File: config.mk
export PLATFORM = sky130hd
export DESIGN_NAME = dffsnq_preset_sequencer_flat
export DESIGN_NICKNAME = d
export VERILOG_FILES = /design/src/rtl/dffsnq_preset_sequencer_if.sv /design/src/rtl/dffsnq_preset_sequencer.sv /design/src/flat_wrapper.sv
export SDC_FILE = /design/constraint.sdc
export NUM_CORES = 1
export LEC_CHECK = 0
export BUFFER_PORTS_ARGS = -buffer_cell sky130_fd_sc_hd__clkbuf_2
export CAP_MARGIN = 20
export CORE_MARGIN = 2
export CORE_UTILIZATION = 30
export CTS_CLUSTER_DIAMETER = 200
export CTS_CLUSTER_SIZE = 8
export DETAILED_ROUTE_END_ITERATION = 12
export PLACE_DENSITY_LB_ADDON = 0.25
export SLEW_MARGIN = 30
export SYNTH_ARGS = -nofsm -noshare
export SYNTH_HDL_FRONTEND = slang
export SYNTH_SLANG_ARGS = --single-unit
export TNS_END_PERCENT = 10
File: constraint.sdc
create_clock -name clk -period 4 [get_ports clk]
set_input_delay 0.4 -clock clk [delete_from_list [all_inputs] [get_ports clk]]
set_output_delay 0.4 -clock clk [all_outputs]
set_load 0.05 [all_outputs]
File: src/rtl/dffsnq_preset_sequencer_if.sv
// Handshake and SETN bus between the power/mode controller and the preset
// sequencer. The controller side drives REQ and observes everything else.
interface dffsnq_preset_sequencer_if #(
  parameter int unsigned NGRP = 4
) ();
  logic            req;
  logic            ack;
  logic            busy;
  logic            clk_en;
  logic [NGRP-1:0] setn;
  logic [3:0]      cur_grp;

  modport master (
    output req,
    input  ack, busy, clk_en, setn, cur_grp
  );

  modport slave (
    input  req,
    output ack, busy, clk_en, setn, cur_grp
  );
endinterface

File: src/rtl/dffsnq_preset_sequencer.sv
// Preset sequencer for a bank of set-able flops: pulses each group's
// active-low SETN in turn (HOLD cycles low, GAP cycles settle), gates the
// bank clock while running and closes a four-phase REQ/ACK handshake.
module dffsnq_preset_sequencer #(
  parameter int unsigned NGRP = 4,
  parameter int unsigned HOLD = 3,
  parameter int unsigned GAP  = 2
) (
  input  logic                       clk,
  input  logic                       rst,
  dffsnq_preset_sequencer_if.slave   bus
);

  localparam int unsigned GW   = (NGRP > 1) ? $clog2(NGRP) : 1;
  localparam int unsigned CMAX = (HOLD > GAP) ? HOLD : GAP;
  localparam int unsigned CW   = $clog2(CMAX + 1);

  localparam logic [GW-1:0] GRP_LAST  = GW'(NGRP - 1);
  localparam logic [CW-1:0] HOLD_LAST = CW'(HOLD - 1);
  localparam logic [CW-1:0] GAP_LAST  = (GAP > 0) ? CW'(GAP - 1) : '0;

  typedef enum logic [1:0] {
    S_IDLE,
    S_ASSERT,
    S_GAP,
    S_DONE
  } state_t;

  state_t          state, state_n;
  logic [GW-1:0]   grp, grp_n;
  logic [CW-1:0]   cnt, cnt_n;

  logic [NGRP-1:0] setn_n;
  logic            ack_n;
  logic            busy_n;
  logic            clk_en_n;
  logic [3:0]      cur_grp_n;

  // State, group index and cycle counter registers.
  always_ff @(posedge clk or posedge rst) begin
    if (rst) begin
      state <= S_IDLE;
      grp   <= '0;
      cnt   <= '0;
    end else begin
      state <= state_n;
      grp   <= grp_n;
      cnt   <= cnt_n;
    end
  end

  // Next-state sequencing through the groups.
  always_comb begin
    state_n = state;
    grp_n   = grp;
    cnt_n   = cnt;
    unique case (state)
      S_IDLE: begin
        if (bus.req) begin
          state_n = S_ASSERT;
          grp_n   = '0;
          cnt_n   = '0;
        end
      end
      S_ASSERT: begin
        if (cnt == HOLD_LAST) begin
          cnt_n = '0;
          if (GAP > 0) begin
            state_n = S_GAP;
          end else if (grp == GRP_LAST) begin
            state_n = S_DONE;
            grp_n   = '0;
          end else begin
            grp_n   = grp + GW'(1);
          end
        end else begin
          cnt_n = cnt + CW'(1);
        end
      end
      S_GAP: begin
        if (cnt == GAP_LAST) begin
          cnt_n = '0;
          if (grp == GRP_LAST) begin
            state_n = S_DONE;
            grp_n   = '0;
          end else begin
            state_n = S_ASSERT;
            grp_n   = grp + GW'(1);
          end
        end else begin
          cnt_n = cnt + CW'(1);
        end
      end
      S_DONE: begin
        if (!bus.req) begin
          state_n = S_IDLE;
        end
      end
      default: begin
        state_n = S_IDLE;
        grp_n   = '0;
        cnt_n   = '0;
      end
    endcase
  end

  // Outputs are decoded from the next state so they can be registered and
  // still line up with the state they describe (no glitches on SETN).
  always_comb begin
    setn_n    = '1;
    ack_n     = 1'b0;
    busy_n    = 1'b0;
    clk_en_n  = 1'b1;
    cur_grp_n = '0;
    if (state_n == S_ASSERT) begin
      setn_n[grp_n] = 1'b0;
    end
    if (state_n == S_ASSERT || state_n == S_GAP) begin
      busy_n    = 1'b1;
      clk_en_n  = 1'b0;
      cur_grp_n = 4'(grp_n);
    end
    if (state_n == S_DONE) begin
      ack_n = 1'b1;
    end
  end

  // Registered outputs; reset releases every SETN pin immediately.
  always_ff @(posedge clk or posedge rst) begin
    if (rst) begin
      bus.setn    <= '1;
      bus.ack     <= 1'b0;
      bus.busy    <= 1'b0;
      bus.clk_en  <= 1'b1;
      bus.cur_grp <= '0;
    end else begin
      bus.setn    <= setn_n;
      bus.ack     <= ack_n;
      bus.busy    <= busy_n;
      bus.clk_en  <= clk_en_n;
      bus.cur_grp <= cur_grp_n;
    end
  end

endmodule

File: src/flat_wrapper.sv
// flat-port wrapper written by rule: the top's interface ports become plain ports
module dffsnq_preset_sequencer_flat 
#(
  parameter int unsigned NGRP = 4,
  parameter int unsigned HOLD = 3,
  parameter int unsigned GAP  = 2
)
  (clk, rst, bus_req, bus_ack, bus_busy, bus_clk_en, bus_setn, bus_cur_grp);
  dffsnq_preset_sequencer_if #(.NGRP(NGRP)) bus_i ();
  input  logic clk;
  input  logic rst;
  input wire logic [$bits(bus_i.req)-1:0] bus_req;
  output wire logic [$bits(bus_i.ack)-1:0] bus_ack;
  output wire logic [$bits(bus_i.busy)-1:0] bus_busy;
  output wire logic [$bits(bus_i.clk_en)-1:0] bus_clk_en;
  output wire logic [$bits(bus_i.setn)-1:0] bus_setn;
  output wire logic [$bits(bus_i.cur_grp)-1:0] bus_cur_grp;
  assign bus_i.req = bus_req;
  assign bus_ack = bus_i.ack;
  assign bus_busy = bus_i.busy;
  assign bus_clk_en = bus_i.clk_en;
  assign bus_setn = bus_i.setn;
  assign bus_cur_grp = bus_i.cur_grp;
  dffsnq_preset_sequencer #(.NGRP(NGRP), .HOLD(HOLD), .GAP(GAP)) u_core (.clk(clk), .rst(rst), .bus(bus_i));
endmodule
* Word level (Yosys, flattened, before mapping)
Index checks and enable logic that the tools add are counted.
Word-level totals: flip-flop bits (word level) 15, input bits 3, output and inout port bits 11, logic and storage cells 49
Cells by class: add/sub/neg operators 2, order comparisons 2, equal/unequal tests 10, muxes and demuxes 21, bitwise logic cells 1, reductions and logical operators 5
Operator list (number):
- 2-to-1 mux 2 bit | 12
- == test 2 bit, second input constant | 6
- one-hot mux 2 bit (4 select lines) | 1
- == test 2 x 1 -> 1 bit, second input constant | 3
- one-hot mux 2 bit (3 select lines) | 1
- adder 2 x 1 -> 2 bit, second input constant | 2
- 2-to-1 mux 1 bit | 4
- 2-to-1 mux 4 bit | 1
- NOT 4 bit | 1
- one-hot mux 2 bit (2 select lines) | 1
- less-than comparator 2 x 3 -> 1 bit, second input constant | 1
- nonzero test 3 bit | 1
- demux 1 bit (select 2 bit) | 1
- >= comparator 2 x 1 -> 1 bit, second input constant | 1
- zero test 2 bit | 1
- inequality test 2 bit, second input constant | 1
- AND reduction 2 bit | 1
- logical AND 1 bit | 1
- logical OR 1 bit | 1

* Depth between registers and ports, before layout
word-level depth 10, gate-level depth with buffers 9, depth with buffers taken out 8

* Least setup slack after synthesis
OpenSTA, ideal clock, no wires.
path kind flip-flop to flip-flop, from reg u_core.state[0], to reg u_core.bus.cur_grp[0], library setup time 0.119 ns, arrival time 1.610 ns, required time 3.881 ns, slack 2.271 ns, cell stages (with the launch flop) 9, buffers on the path 1, clock period less this slack 1.729 ns, cells stage by stage dfrtp_1 -> inv_1 -> ha_1 -> buf_4 -> a22oi_1 -> o21ai_0 -> a21o_1 -> ha_1 -> and2_1
On the way: cells in the longest elaborated chain, start to end 5, elaborated cells between the ends (all ways) 14, those cells by class eq/ne: 5; mux: 7; reduce/logical: 2
RTL lines:
- from (decl) | line dffsnq_preset_sequencer.sv:29 | state_t state, state_n;
- from (signal assigned) | line dffsnq_preset_sequencer.sv:46 | state <= state_n;
- == test 2 bit (tied with other cells) | line dffsnq_preset_sequencer.sv:57 | unique case (state)
- one-hot mux 2 bit (4 select lines) (*) | line dffsnq_preset_sequencer.sv:57
- via u_core.state_n[1] | line dffsnq_preset_sequencer.sv:29
- == test 2 x 1 -> 1 bit / == test 2 bit (equally long branches) | line dffsnq_preset_sequencer.sv:118 | if (state_n == S_ASSERT || state_n == S_GAP) begin
- logical OR 1 bit (*) | line dffsnq_preset_sequencer.sv:118
- 2-to-1 mux 2 bit (*) | line dffsnq_preset_sequencer.sv:118
- via u_core.cur_grp_n[0] | line dffsnq_preset_sequencer.sv:37 | logic [3:0] cur_grp_n;
- to (signal assigned) | line dffsnq_preset_sequencer.sv:141 | bus.cur_grp <= cur_grp_n;
- to (decl) | line dffsnq_preset_sequencer_if.sv:20 | output ack, busy, clk_en, setn, cur_grp
The timed path passes the listed nets; every way through them passes the cells marked *. A chain may end at the register's enable or synchronous reset.

* Worst setup path in the final report
from reg u_core.state[0], to reg u_core.bus.cur_grp[0]
On the way: cells in the longest elaborated chain, start to end 5, elaborated cells between the ends (all ways) 14, those cells by class eq/ne: 5; mux: 7; reduce/logical: 2
RTL lines (line):
- == test 2 bit (tied with other cells) | dffsnq_preset_sequencer.sv:57
- one-hot mux 2 bit (4 select lines) (*) | dffsnq_preset_sequencer.sv:57
- via u_core.state_n[0] | dffsnq_preset_sequencer.sv:29
- == test 2 x 1 -> 1 bit / == test 2 bit (equally long branches) | dffsnq_preset_sequencer.sv:118
- logical OR 1 bit (*) | dffsnq_preset_sequencer.sv:118
- 2-to-1 mux 2 bit (*) | dffsnq_preset_sequencer.sv:118
- via u_core.cur_grp_n[0] | dffsnq_preset_sequencer.sv:37
Marked as above.

==> impl_results.md <==
* IO Port Bufs at 11
* Row cnt at 18
* Worst Tran Pin Value at between 0.5 and 0.6 ns
* Hold_buf cts at 0
* Pins Over Slew Limit at 0
* Initial drt markers at 6
* Clk root buf: clkbuf_4
* Post-DP Area at roughly 840 um^2
* Core Box Area at about 2500 um^2
* Setup Crit Path Kind: reg -> reg
* Initial antenna violation count at 0
* Hold crit path type: in -> async
* Fin area at 871 um^2
* Setup bufs post-CTS at 0
* Core Util, Final at 35.5%
* Crit end category: flop
* Clock sinks at 15
* Antenna Cells at 0
* CP max FO at 11
* WL/cell at 10.8 um
* Worst setup path startpoint: u_core.state[0]$_DFF_PP0_
* Share of post-route cells with drive strength above 1 at about a quarter
* Clock latency on the worst-skew pair at 0.28 ns
* 1st-pass router iterations at 4
* H-tree Lvls at 1
* Starting Density at 31.7%
* Seq/Total Area, Yosys at between 40% and 50%
* GRT overflow at 0
* ANT nets after route at 0
* Max VDD drop at 326 uV
* Final hold vios at 0
* DRC Markers at 0
* CP Data Required Time at 4.18 ns
* Pwr dens at 616 nW/um^2
* Die Width at 54.9 um
* Number of max-cap violations at 0
* First-pass GRT wire length at around 2200 um
* GRT Resource Usage Total at 10.5%
* TritonCTS clock tree: yes
* Post-Syn Area at 777 um^2
* Skew final at 0.00234 ns
* Die area at 3010 um^2
* Period utilization at between 40% and 50%
* Yosys cell types at 23
* Clock transition at the registers of the reported paths at 0.09 ns
* Seq cells post-synth at 15
* Final setup vio count at 0
* Synth Instances at 75
* Post-Route WL at 1270 um
* Status: completed
* Largest net degree at the start of global routing at 16
* Vias at 530
* Hpwl dp at 959 um
* Worst reg2reg startpoint: u_core.state[0]$_DFF_PP0_
* Num CTS Buffers at 3
* Kind of start point of the critical path: flop
* Yosys warnings at 0
* Max Freq at between 0.5 and 0.6 GHz
* Leak at 0.436 nW
* Vias in the first global route at 499
* Number of gates resized after cts at 0
* RSZ-0062 raised after global routing: false
* Vias per cell at 4.53
* Die Ht at roughly 55 um
* GP Congestion at about 0.75
* Clk buf depth at 2
* # IOs at 14
* Syn_area_per_cell at ~10 um^2
* Rel. slew slack at 63.6%
* Area Growth Syn to Fin at 12.1%
* Critical Path AT at 2.12 ns
* Sum of negative setup slack at 0 ns
* Final min period at 1.94 ns
* Nets at 98
## stage by stage
| step | total power [mW] | hold WS [ns] | setup slack, ns | std cells |
|---|---|---|---|---|
| 2_1_floorplan | 0.413 | 0.298 | 2.27 | 76 |
| 3_3_place_gp | 0.458 | 0.451 | 2.09 | 113 |
| 3_5_place_dp | 0.457 | 0.464 | 2.09 | 113 |
| 4_1_cts | 0.544 | 0.147 | 2.07 | 117 |
| 5_1_grt | 0.588 | 0.163 | 1.89 | 117 |
| 6_report | 0.536 | 0.128 | 2.06 | 117 |
## cells in the mapped netlist (all sizes together)
master / n / area [um^2]
buf: 4 / 30.0
nand3: 1 / 5.00
a21o: 2 / 15.0
inv: 6 / 22.5
dfstp: 5 / 131
nor2b: 3 / 18.8
a211oi: 1 / 7.51
nand2: 7 / 26.3
dfrtp: 10 / 250
a21oi: 4 / 20.0
and2: 3 / 18.8
a221oi: 1 / 15.0
nand2b: 4 / 25.0
a32o: 1 / 11.3
a22oi: 1 / 7.51
ha: 7 / 87.6
o31ai: 1 / 7.51
mux2i: 1 / 10.0
o21ai: 7 / 35.0
nor2: 3 / 11.3
a21boi: 1 / 7.51
and4b: 1 / 10.0
conb: 1 / 3.75
## layout by cell type (no fill, tap or decap), drive strengths merged
cell type,instances
clkbuf,14
dfrtp,10
o21ai,7
nand2,7
ha,7
inv,6
dfstp,5
a21oi,4
nand2b,4
nor2b,3
and2,3
nor2,3
a21o,2
conb,2
a211oi,1
a21boi,1
a22oi,1
nand3,1
mux2i,1
and4b,1
a221oi,1
a32o,1
o31ai,1
clkinv,1
## power breakdown
group	internal [mW]	total (mW)	switching, mW
registers	0.190	0.212	0.0222
clock network	0.0371	0.0841	0.0470
logic	0.0751	0.240	0.165
## sequential cells by signal, summed over array words and instances, names as in the netlist
| name | cells |
|---|---|
| u_core.bus.setn | 4 |
| u_core.cnt | 2 |
| u_core.bus.clk_en | 1 |
| u_core.grp | 2 |
| u_core.state | 2 |
| u_core.bus.busy | 1 |
| u_core.bus.cur_grp | 2 |
| u_core.bus.ack | 1 |
## per-layer routing
layer / track usage (%) / routed length, um / vias to the layer above
li1: - / - / 272
met1: 14.3 / 619 / 244
met2: 15.3 / 584 / 14
met3: 4.03 / 62 / 0
met4: 3.66 / 0 / 0
met5: 0 / 0 / -
## kinds of logic after synthesis
| family | Yosys count | share of synthesized area, % |
|---|---|---|
| simple gates | 22 | 14.8 |
| flops | 15 | 49.1 |
| mux | 1 | 1.29 |
| fa+ha+maj | 7 | 11.3 |
| other cells | 1 | 0.483 |
| buf+inv | 10 | 6.76 |
| compound gates | 19 | 16.3 |
## path summary, 6_finish.rpt
path                       cells after the start  slack (ns)                               to
hold reg to reg                                2        0.55          u_core.grp[1]$_DFF_PP0_
setup / recovery                               7        2.06  u_core.bus.cur_grp[0]$_DFF_PP0_
min in group clk                               2        0.55          u_core.grp[1]$_DFF_PP0_
setup reg to reg                               7        2.06  u_core.bus.cur_grp[0]$_DFF_PP0_
hold / removal                                 2        0.13        u_core.bus.busy$_DFF_PP0_
max in group asynchronous                      2        3.51     u_core.bus.setn[2]$_DFF_PP1_
## area by class of cell
class | instances | area (um^2)
multi-input cells | 51 | 347
inverters | 6 | 22.5
well taps | 30 | 37.5
repair buffers | 11 | 55.1
clock inverters | 1 | 5.00
clock buffers | 3 | 22.5
fillers | 257 | 1580
flip-flops and latches | 15 | 382
## worst max-delay path: stages (launching register included)
cell and delay, ns:
dfrtp_1 0.42, inv_1 0.09, ha_1 0.36, nand2_1 0.09, o21ai_0 0.14, a21boi_1 0.29
ha_1 0.31, and2_1 0.14
Note: power is estimated with default switching activity, not from simulation.
